`config.mk`:
```
export PLATFORM = sky130hd
export DESIGN_NAME = ctrl_multiciclo_flat
export DESIGN_NICKNAME = d
export VERILOG_FILES = /design/src/rtl/ctrl_multiciclo_if.sv /design/src/rtl/ctrl_multiciclo.sv /design/src/flat_wrapper.sv
export SDC_FILE = /design/constraint.sdc
export NUM_CORES = 1
export LEC_CHECK = 0
export ABC_AREA = 1
export CORE_MARGIN = 2
export CORE_UTILIZATION = 53
export DETAILED_ROUTE_END_ITERATION = 8
export PLACE_DENSITY = 0.9
export RECOVER_POWER = 50
export SYNTH_ARGS = -nofsm -noshare
export SYNTH_HDL_FRONTEND = slang
export SYNTH_SLANG_ARGS = --single-unit
```
`constraint.sdc`:
```
create_clock -name clock -period 3.9 [get_ports clock]
set_input_delay 0.585 -clock clock [delete_from_list [all_inputs] [get_ports clock]]
set_output_delay 0.585 -clock clock [all_outputs]
set_load 0.03 [all_outputs]
```
`src/rtl/ctrl_multiciclo_if.sv`:
```
// Control bundle between the multicycle controller and the 8-bit datapath/memories.
// The controller drives the master modport. The datapath and memories use the slave modport.
interface ctrl_multiciclo_if #(
  parameter int CNT_W = 16
);
  // Request/ready: imem_req and memRead/memWrite stay high, with stable
  // operands, until the matching ready is sampled high on a rising edge.
  // That edge completes the transfer. A ready seen while nothing is
  // requested is ignored.
  logic             run;
  logic [3:0]       InstCode;
  logic             imem_ready;
  logic             dmem_ready;
  logic             imem_req;
  logic             ir_write;
  logic             pc_inc;
  logic             jump;
  logic             beq;
  logic [2:0]       ULAop;
  logic             ULAsrc;
  logic             atr;
  logic             memRead;
  logic             memWrite;
  logic             memtoReg;
  logic             regWrite;
  logic             halted;
  logic             err;
  logic [CNT_W-1:0] instr_cnt;
  logic [2:0]       state_dbg;

  modport master (
    input  run, InstCode, imem_ready, dmem_ready,
    output imem_req, ir_write, pc_inc, jump, beq, ULAop, ULAsrc, atr,
           memRead, memWrite, memtoReg, regWrite, halted, err,
           instr_cnt, state_dbg
  );

  modport slave (
    output run, InstCode, imem_ready, dmem_ready,
    input  imem_req, ir_write, pc_inc, jump, beq, ULAop, ULAsrc, atr,
           memRead, memWrite, memtoReg, regWrite, halted, err,
           instr_cnt, state_dbg
  );
endinterface

```
`src/rtl/ctrl_multiciclo.sv`:
```
// Multicycle control FSM: FETCH/DECODE/EXEC/MEM/WB sequencing with memory
// wait timeout, HALT, ERROR and a retired-instruction counter.
module ctrl_multiciclo #(
  parameter int WAIT_MAX = 15,
  parameter int WAIT_W   = 4,
  parameter int CNT_W    = 16
) (
  input  logic              clock,
  input  logic              reset,
  ctrl_multiciclo_if.master bus
);

  typedef enum logic [2:0] {
    S_IDLE   = 3'd0,
    S_FETCH  = 3'd1,
    S_DECODE = 3'd2,
    S_EXEC   = 3'd3,
    S_MEM    = 3'd4,
    S_WB     = 3'd5,
    S_HALT   = 3'd6,
    S_ERROR  = 3'd7
  } state_t;

  localparam logic [3:0] OP_LW   = 4'b1001;
  localparam logic [3:0] OP_SW   = 4'b1010;
  localparam logic [3:0] OP_HALT = 4'b1100;

  state_t             state, state_n;
  logic [3:0]         opcode;
  logic [WAIT_W-1:0]  wcnt;
  logic [CNT_W-1:0]   cnt;
  logic               timeout;
  logic               retire;

  // {ULAop, ULAsrc, atr} for an opcode; reused by EXEC, MEM and WB so the ULA
  // inputs stay stable for the whole instruction.
  function automatic logic [4:0] ula_ctl(input logic [3:0] op);
    logic [4:0] r;
    r = 5'b000_0_0;
    casez (op)
      4'b01??: r = 5'b100_0_0;
      4'b1011: r = 5'b010_0_0;
      4'b1101: r = 5'b000_1_0;
      4'b1110: r = 5'b001_1_1;
      4'b1111: r = 5'b011_1_0;
      default: r = 5'b000_0_0;
    endcase
    return r;
  endfunction

  assign timeout = (wcnt == WAIT_W'(WAIT_MAX - 1));
  assign retire  = (state_n == S_FETCH) &&
                   (state == S_EXEC || state == S_MEM || state == S_WB);

  always_ff @(posedge clock) begin
    if (reset) begin
      state  <= S_IDLE;
      opcode <= 4'b0000;
      wcnt   <= '0;
      cnt    <= '0;
    end else begin
      state <= state_n;
      if (state == S_DECODE)
        opcode <= bus.InstCode;
      // Any state change clears the counter, so entering FETCH or MEM starts at zero.
      if (state_n != state)
        wcnt <= '0;
      else if (state == S_FETCH || state == S_MEM)
        wcnt <= wcnt + WAIT_W'(1);
      if (retire)
        cnt <= cnt + CNT_W'(1);
    end
  end

  always_comb begin
    state_n = state;
    case (state)
      S_IDLE:   if (bus.run) state_n = S_FETCH;
      S_FETCH: begin
        if (bus.imem_ready)  state_n = S_DECODE;
        else if (timeout)    state_n = S_ERROR;
      end
      // DECODE steers on the live opcode, because the register loads on this same edge.
      S_DECODE: state_n = (bus.InstCode == OP_HALT) ? S_HALT : S_EXEC;
      S_EXEC: begin
        if (opcode[3] == 1'b0)                       state_n = S_FETCH;
        else if (opcode == OP_LW || opcode == OP_SW) state_n = S_MEM;
        else if (opcode == OP_HALT)                  state_n = S_HALT;
        else                                         state_n = S_WB;
      end
      S_MEM: begin
        if (bus.dmem_ready) state_n = (opcode == OP_LW) ? S_WB : S_FETCH;
        else if (timeout)   state_n = S_ERROR;
      end
      S_WB:     state_n = S_FETCH;
      S_HALT:   state_n = S_HALT;
      S_ERROR:  state_n = S_ERROR;
      default:  state_n = S_IDLE;
    endcase
  end

  always_comb begin
    bus.imem_req = 1'b0;
    bus.ir_write = 1'b0;
    bus.pc_inc   = 1'b0;
    bus.jump     = 1'b0;
    bus.beq      = 1'b0;
    bus.ULAop    = 3'b000;
    bus.ULAsrc   = 1'b0;
    bus.atr      = 1'b0;
    bus.memRead  = 1'b0;
    bus.memWrite = 1'b0;
    bus.memtoReg = 1'b0;
    bus.regWrite = 1'b0;
    bus.halted   = 1'b0;
    bus.err      = 1'b0;
    case (state)
      S_FETCH: begin
        bus.imem_req = 1'b1;
        bus.ir_write = bus.imem_ready;
        bus.pc_inc   = bus.imem_ready;
      end
      S_EXEC: begin
        {bus.ULAop, bus.ULAsrc, bus.atr} = ula_ctl(opcode);
        bus.jump = (opcode[3:2] == 2'b00);
        bus.beq  = (opcode[3:2] == 2'b01);
      end
      S_MEM: begin
        {bus.ULAop, bus.ULAsrc, bus.atr} = ula_ctl(opcode);
        bus.memRead  = (opcode == OP_LW);
        bus.memWrite = (opcode == OP_SW);
      end
      S_WB: begin
        {bus.ULAop, bus.ULAsrc, bus.atr} = ula_ctl(opcode);
        bus.regWrite = 1'b1;
        bus.memtoReg = (opcode == OP_LW);
      end
      S_HALT:  bus.halted = 1'b1;
      S_ERROR: bus.err    = 1'b1;
      default: ;
    endcase
  end

  assign bus.instr_cnt = cnt;
  assign bus.state_dbg = state;

endmodule

```
`src/flat_wrapper.sv`:
```
// flat-port wrapper written by rule: the top's interface ports become plain ports
module ctrl_multiciclo_flat 
#(
  parameter int WAIT_MAX = 15,
  parameter int WAIT_W   = 4,
  parameter int CNT_W    = 16
)
  (clock, reset, bus_run, bus_InstCode, bus_imem_ready, bus_dmem_ready, bus_imem_req, bus_ir_write, bus_pc_inc, bus_jump, bus_beq, bus_ULAop, bus_ULAsrc, bus_atr, bus_memRead, bus_memWrite, bus_memtoReg, bus_regWrite, bus_halted, bus_err, bus_instr_cnt, bus_state_dbg);
  ctrl_multiciclo_if #(.CNT_W(CNT_W)) bus_i ();
  input  logic clock;
  input  logic reset;
  input wire logic [$bits(bus_i.run)-1:0] bus_run;
  input wire logic [$bits(bus_i.InstCode)-1:0] bus_InstCode;
  input wire logic [$bits(bus_i.imem_ready)-1:0] bus_imem_ready;
  input wire logic [$bits(bus_i.dmem_ready)-1:0] bus_dmem_ready;
  output wire logic [$bits(bus_i.imem_req)-1:0] bus_imem_req;
  output wire logic [$bits(bus_i.ir_write)-1:0] bus_ir_write;
  output wire logic [$bits(bus_i.pc_inc)-1:0] bus_pc_inc;
  output wire logic [$bits(bus_i.jump)-1:0] bus_jump;
  output wire logic [$bits(bus_i.beq)-1:0] bus_beq;
  output wire logic [$bits(bus_i.ULAop)-1:0] bus_ULAop;
  output wire logic [$bits(bus_i.ULAsrc)-1:0] bus_ULAsrc;
  output wire logic [$bits(bus_i.atr)-1:0] bus_atr;
  output wire logic [$bits(bus_i.memRead)-1:0] bus_memRead;
  output wire logic [$bits(bus_i.memWrite)-1:0] bus_memWrite;
  output wire logic [$bits(bus_i.memtoReg)-1:0] bus_memtoReg;
  output wire logic [$bits(bus_i.regWrite)-1:0] bus_regWrite;
  output wire logic [$bits(bus_i.halted)-1:0] bus_halted;
  output wire logic [$bits(bus_i.err)-1:0] bus_err;
  output wire logic [$bits(bus_i.instr_cnt)-1:0] bus_instr_cnt;
  output wire logic [$bits(bus_i.state_dbg)-1:0] bus_state_dbg;
  assign bus_i.run = bus_run;
  assign bus_i.InstCode = bus_InstCode;
  assign bus_i.imem_ready = bus_imem_ready;
  assign bus_i.dmem_ready = bus_dmem_ready;
  assign bus_imem_req = bus_i.imem_req;
  assign bus_ir_write = bus_i.ir_write;
  assign bus_pc_inc = bus_i.pc_inc;
  assign bus_jump = bus_i.jump;
  assign bus_beq = bus_i.beq;
  assign bus_ULAop = bus_i.ULAop;
  assign bus_ULAsrc = bus_i.ULAsrc;
  assign bus_atr = bus_i.atr;
  assign bus_memRead = bus_i.memRead;
  assign bus_memWrite = bus_i.memWrite;
  assign bus_memtoReg = bus_i.memtoReg;
  assign bus_regWrite = bus_i.regWrite;
  assign bus_halted = bus_i.halted;
  assign bus_err = bus_i.err;
  assign bus_instr_cnt = bus_i.instr_cnt;
  assign bus_state_dbg = bus_i.state_dbg;
  ctrl_multiciclo #(.WAIT_MAX(WAIT_MAX), .WAIT_W(WAIT_W), .CNT_W(CNT_W)) u_core (.clock(clock), .reset(reset), .bus(bus_i));
endmodule
```
==> impl_metrics.env <==
export IMPL_ys_flop_type="dfxtp_1"
export IMPL_p_int_mw=0.3898
export IMPL_hold_violations=0
export IMPL_first_pass_iters=5
export IMPL_clock_sinks=27
export IMPL_clk_latency_ns=0.33
export IMPL_num_vias=1898
export IMPL_crit_fanout=29
export IMPL_h_tree_depth=1
export IMPL_core_area_um2=3103
export IMPL_area_growth_pct=26.10
export IMPL_antenna_found_initial=0
export IMPL_final_max_slew_violation_count=0
export IMPL_layout_setup_ws_ns=0.8255
export IMPL_fmax_mhz=325.3
export IMPL_clkTransAtPathRegs_ns=0.16
export IMPL_row_count=20
export IMPL_drive_gt1_share_pct=7.622
export IMPL_finalSetupViolCount=0
export IMPL_final_util_pct=71.90
export IMPL_synth_avg_cell_area_um2=6.164
export IMPL_period_needed_ns=3.074
export IMPL_postPlaceCellArea_um2=2215
export IMPL_synth_edf_count=0
export IMPL_regArea_um2=540.5
export IMPL_chipHeight_um=61.78
export IMPL_gp_congestion=0.8964
export IMPL_io_buffers=43
export IMPL_multiInputGateArea_um2=1021
export IMPL_holdBufCountCts=0
export IMPL_hold_class="reg2reg"
export IMPL_synthDistinctLibCells=28
export IMPL_wl_per_cell_um=11.53
export IMPL_async_flop_share_pct=0
export IMPL_cts_resized=0
export IMPL_post_route_period_util_pct=78.83
export IMPL_drt_wl_total_um=4288
export IMPL_die_area_um2=3816
export IMPL_yosysWarnings=0
export IMPL_p_switching_mw=0.2517
export IMPL_numCtsBuffers=3
export IMPL_antenna_cells=0
export IMPL_dpl_hpwl_um=3341
export IMPL_power_mw=0.6415
export IMPL_tns_ns=0
export IMPL_synthCells=287
export IMPL_finalClockSkew_ns=0.005520
export IMPL_worstPathArrival_ns=3.32
export IMPL_relSlewSlack_pct=7.843
export IMPL_end_kind="flip-flop"
export IMPL_rsz0062_at_grt="false"
export IMPL_ctsRootBufferMaster="clkbuf_4"
export IMPL_pwr_share_comb_pct=32.6
export IMPL_cts_setup_buffers=0
export IMPL_synth_area_um2=1769
export IMPL_grt_start_max_net_pins=30
export IMPL_peakVddDrop_v=0.0002374
export IMPL_grt_pass1_wl_um=6796
export IMPL_regToRegSetupSlack_ns=0.83
export IMPL_final_common_cell="nand2_1"
export IMPL_seq_area_frac_synth_pct=30.55
export IMPL_grt_usage_pct=23.44
export IMPL_p_leak_nw=1.016
export IMPL_cts_path_max_buffers=2
export IMPL_num_fill_cells=297
export IMPL_clkPwrFrac_pct=20.2
export IMPL_detail_route_antenna_nets=0
export IMPL_start_util_pct=57.02
export IMPL_design_area_um2=2231
export IMPL_syn_nets=299
export IMPL_netSwitchingFraction_pct=39.24
export IMPL_critPathLaunchType="flip-flop"
export IMPL_layout_common_cells="nand2_1 (66), nor2_1 (56), inv_1 (36)"
export IMPL_p_seq_share_pct=47.2
export IMPL_nets=341
export IMPL_cts_tree="done"
export IMPL_max_cap_violations=0
export IMPL_critPathKind="reg2reg"
export IMPL_fp_dieW_um=61.78
export IMPL_io_pins=44
export IMPL_via_per_inst=5.102
export IMPL_overflow=0
export IMPL_tightest_slew_ns=1.382
export IMPL_synth_seq_cells=27
export IMPL_status="finished, final reports clean"
export IMPL_drtIter0Drc=187
export IMPL_p_per_area_nw_per_um2=287.6
export IMPL_place_ws_ns=1.312
export IMPL_drcViolationCount=0
export IMPL_grt_pass1_vias=1577
export IMPL_required_ns=4.14
[per-layer routing]
metal / routed length (um) / vias to the layer above / GRT usage (%)
met1: 2089 / 851 / 33.04
met5: 0 / - / 0
met3: 186 / 4 / 3.106
met2: 1979 / 47 / 38.05
met4: 33 / 0 / 5.775
li1: - / 996 / -
[worst paths after layout]
check,cells past startpoint,start,endpoint
max,12,u_core.bus.state_dbg[0]$_SDFF_PP0_,u_core.bus.instr_cnt[3]$_SDFFE_PP0P_
min,2,u_core.bus.instr_cnt[15]$_SDFFE_PP0P_,u_core.bus.instr_cnt[15]$_SDFFE_PP0P_
max reg2reg,12,u_core.bus.state_dbg[0]$_SDFF_PP0_,u_core.bus.instr_cnt[3]$_SDFFE_PP0P_
min reg2reg,2,u_core.bus.instr_cnt[15]$_SDFFE_PP0P_,u_core.bus.instr_cnt[15]$_SDFFE_PP0P_
[sequential cells by signal (all words and copies together), names as in the netlist]
name and count:
u_core.bus.state_dbg 3, u_core.bus.instr_cnt 16, u_core.opcode 4, u_core.wcnt 4
[metrics by stage]
step	hold WS (ns)	std cells
final	0.5337	372
after global routing	0.5666	372
after CTS	0.5358	372
after detailed placement	0.5085	368
after global placement	0.4995	368
after floorplan	0.4939	287
[critical path, stage by stage (launching register included)]
cell      delay (ns)
dfxtp_1         0.53
inv_1           0.21
nand3_1         0.30
nor2_1          0.13
nor2_4          0.12
nand2_1         0.07
nor2_1          0.08
nand2_1         0.07
nor2_2          0.10
clkbuf_1        1.01
nand3_1         0.18
nand2_1         0.13
nor2_1          0.05
[cell usage after synthesis, types with 2 or more instances]
library cell   n  area share, %
a21oi_1       10            2.8
a21oi_2       10            5.0
buf_2          2           0.57
buf_4          2           0.85
clkbuf_1       2           0.42
dfxtp_1       27             31
ha_1           3            2.1
inv_1         35            7.4
inv_2          5            1.1
nand2_1       66             14
nand2_2        3            1.1
nand3_1       33            9.3
nand3_2        2            1.1
nand4_1        3            1.1
nor2_1        54             11
nor2_2         4            1.4
nor3_1         6            1.7
nor3b_1        2           0.85
nor4_1         2           0.71
o21ai_0        7            2.0
xor2_1         2           0.99
[power groups by stage]
stage | logic [mW] | registers (mW) | clock network, mW
2_1_floorplan | 0.169 | 0.311 | 0
3_3_place_gp | 0.213 | 0.309 | 0
3_5_place_dp | 0.214 | 0.310 | 0
4_1_cts | 0.214 | 0.304 | 0.130
5_1_grt | 0.233 | 0.305 | 0.138
6_report | 0.209 | 0.303 | 0.129
[layout make-up]
| type | count | share of cell area [%] |
|---|---|---|
| multi-input cells | 213 | 45.77 |
| flip-flops and latches | 27 | 24.23 |
| repair buffers | 44 | 19.46 |
| inverters | 40 | 6.730 |
| well taps | 44 | 2.468 |
| clock buffers | 3 | 1.010 |
| clock inverters | 1 | 0.3365 |
[cell families after synthesis]
group	synth area share, %
DFF	30.55
buffers and inverters	11.17
xor gates and xnor gates	1.485
AOI/OAI and AO/OA	10.89
adders and majority gates	2.122
and+or+nand+nor	43.78
No activity file was read; power rests on OpenSTA's default activity.
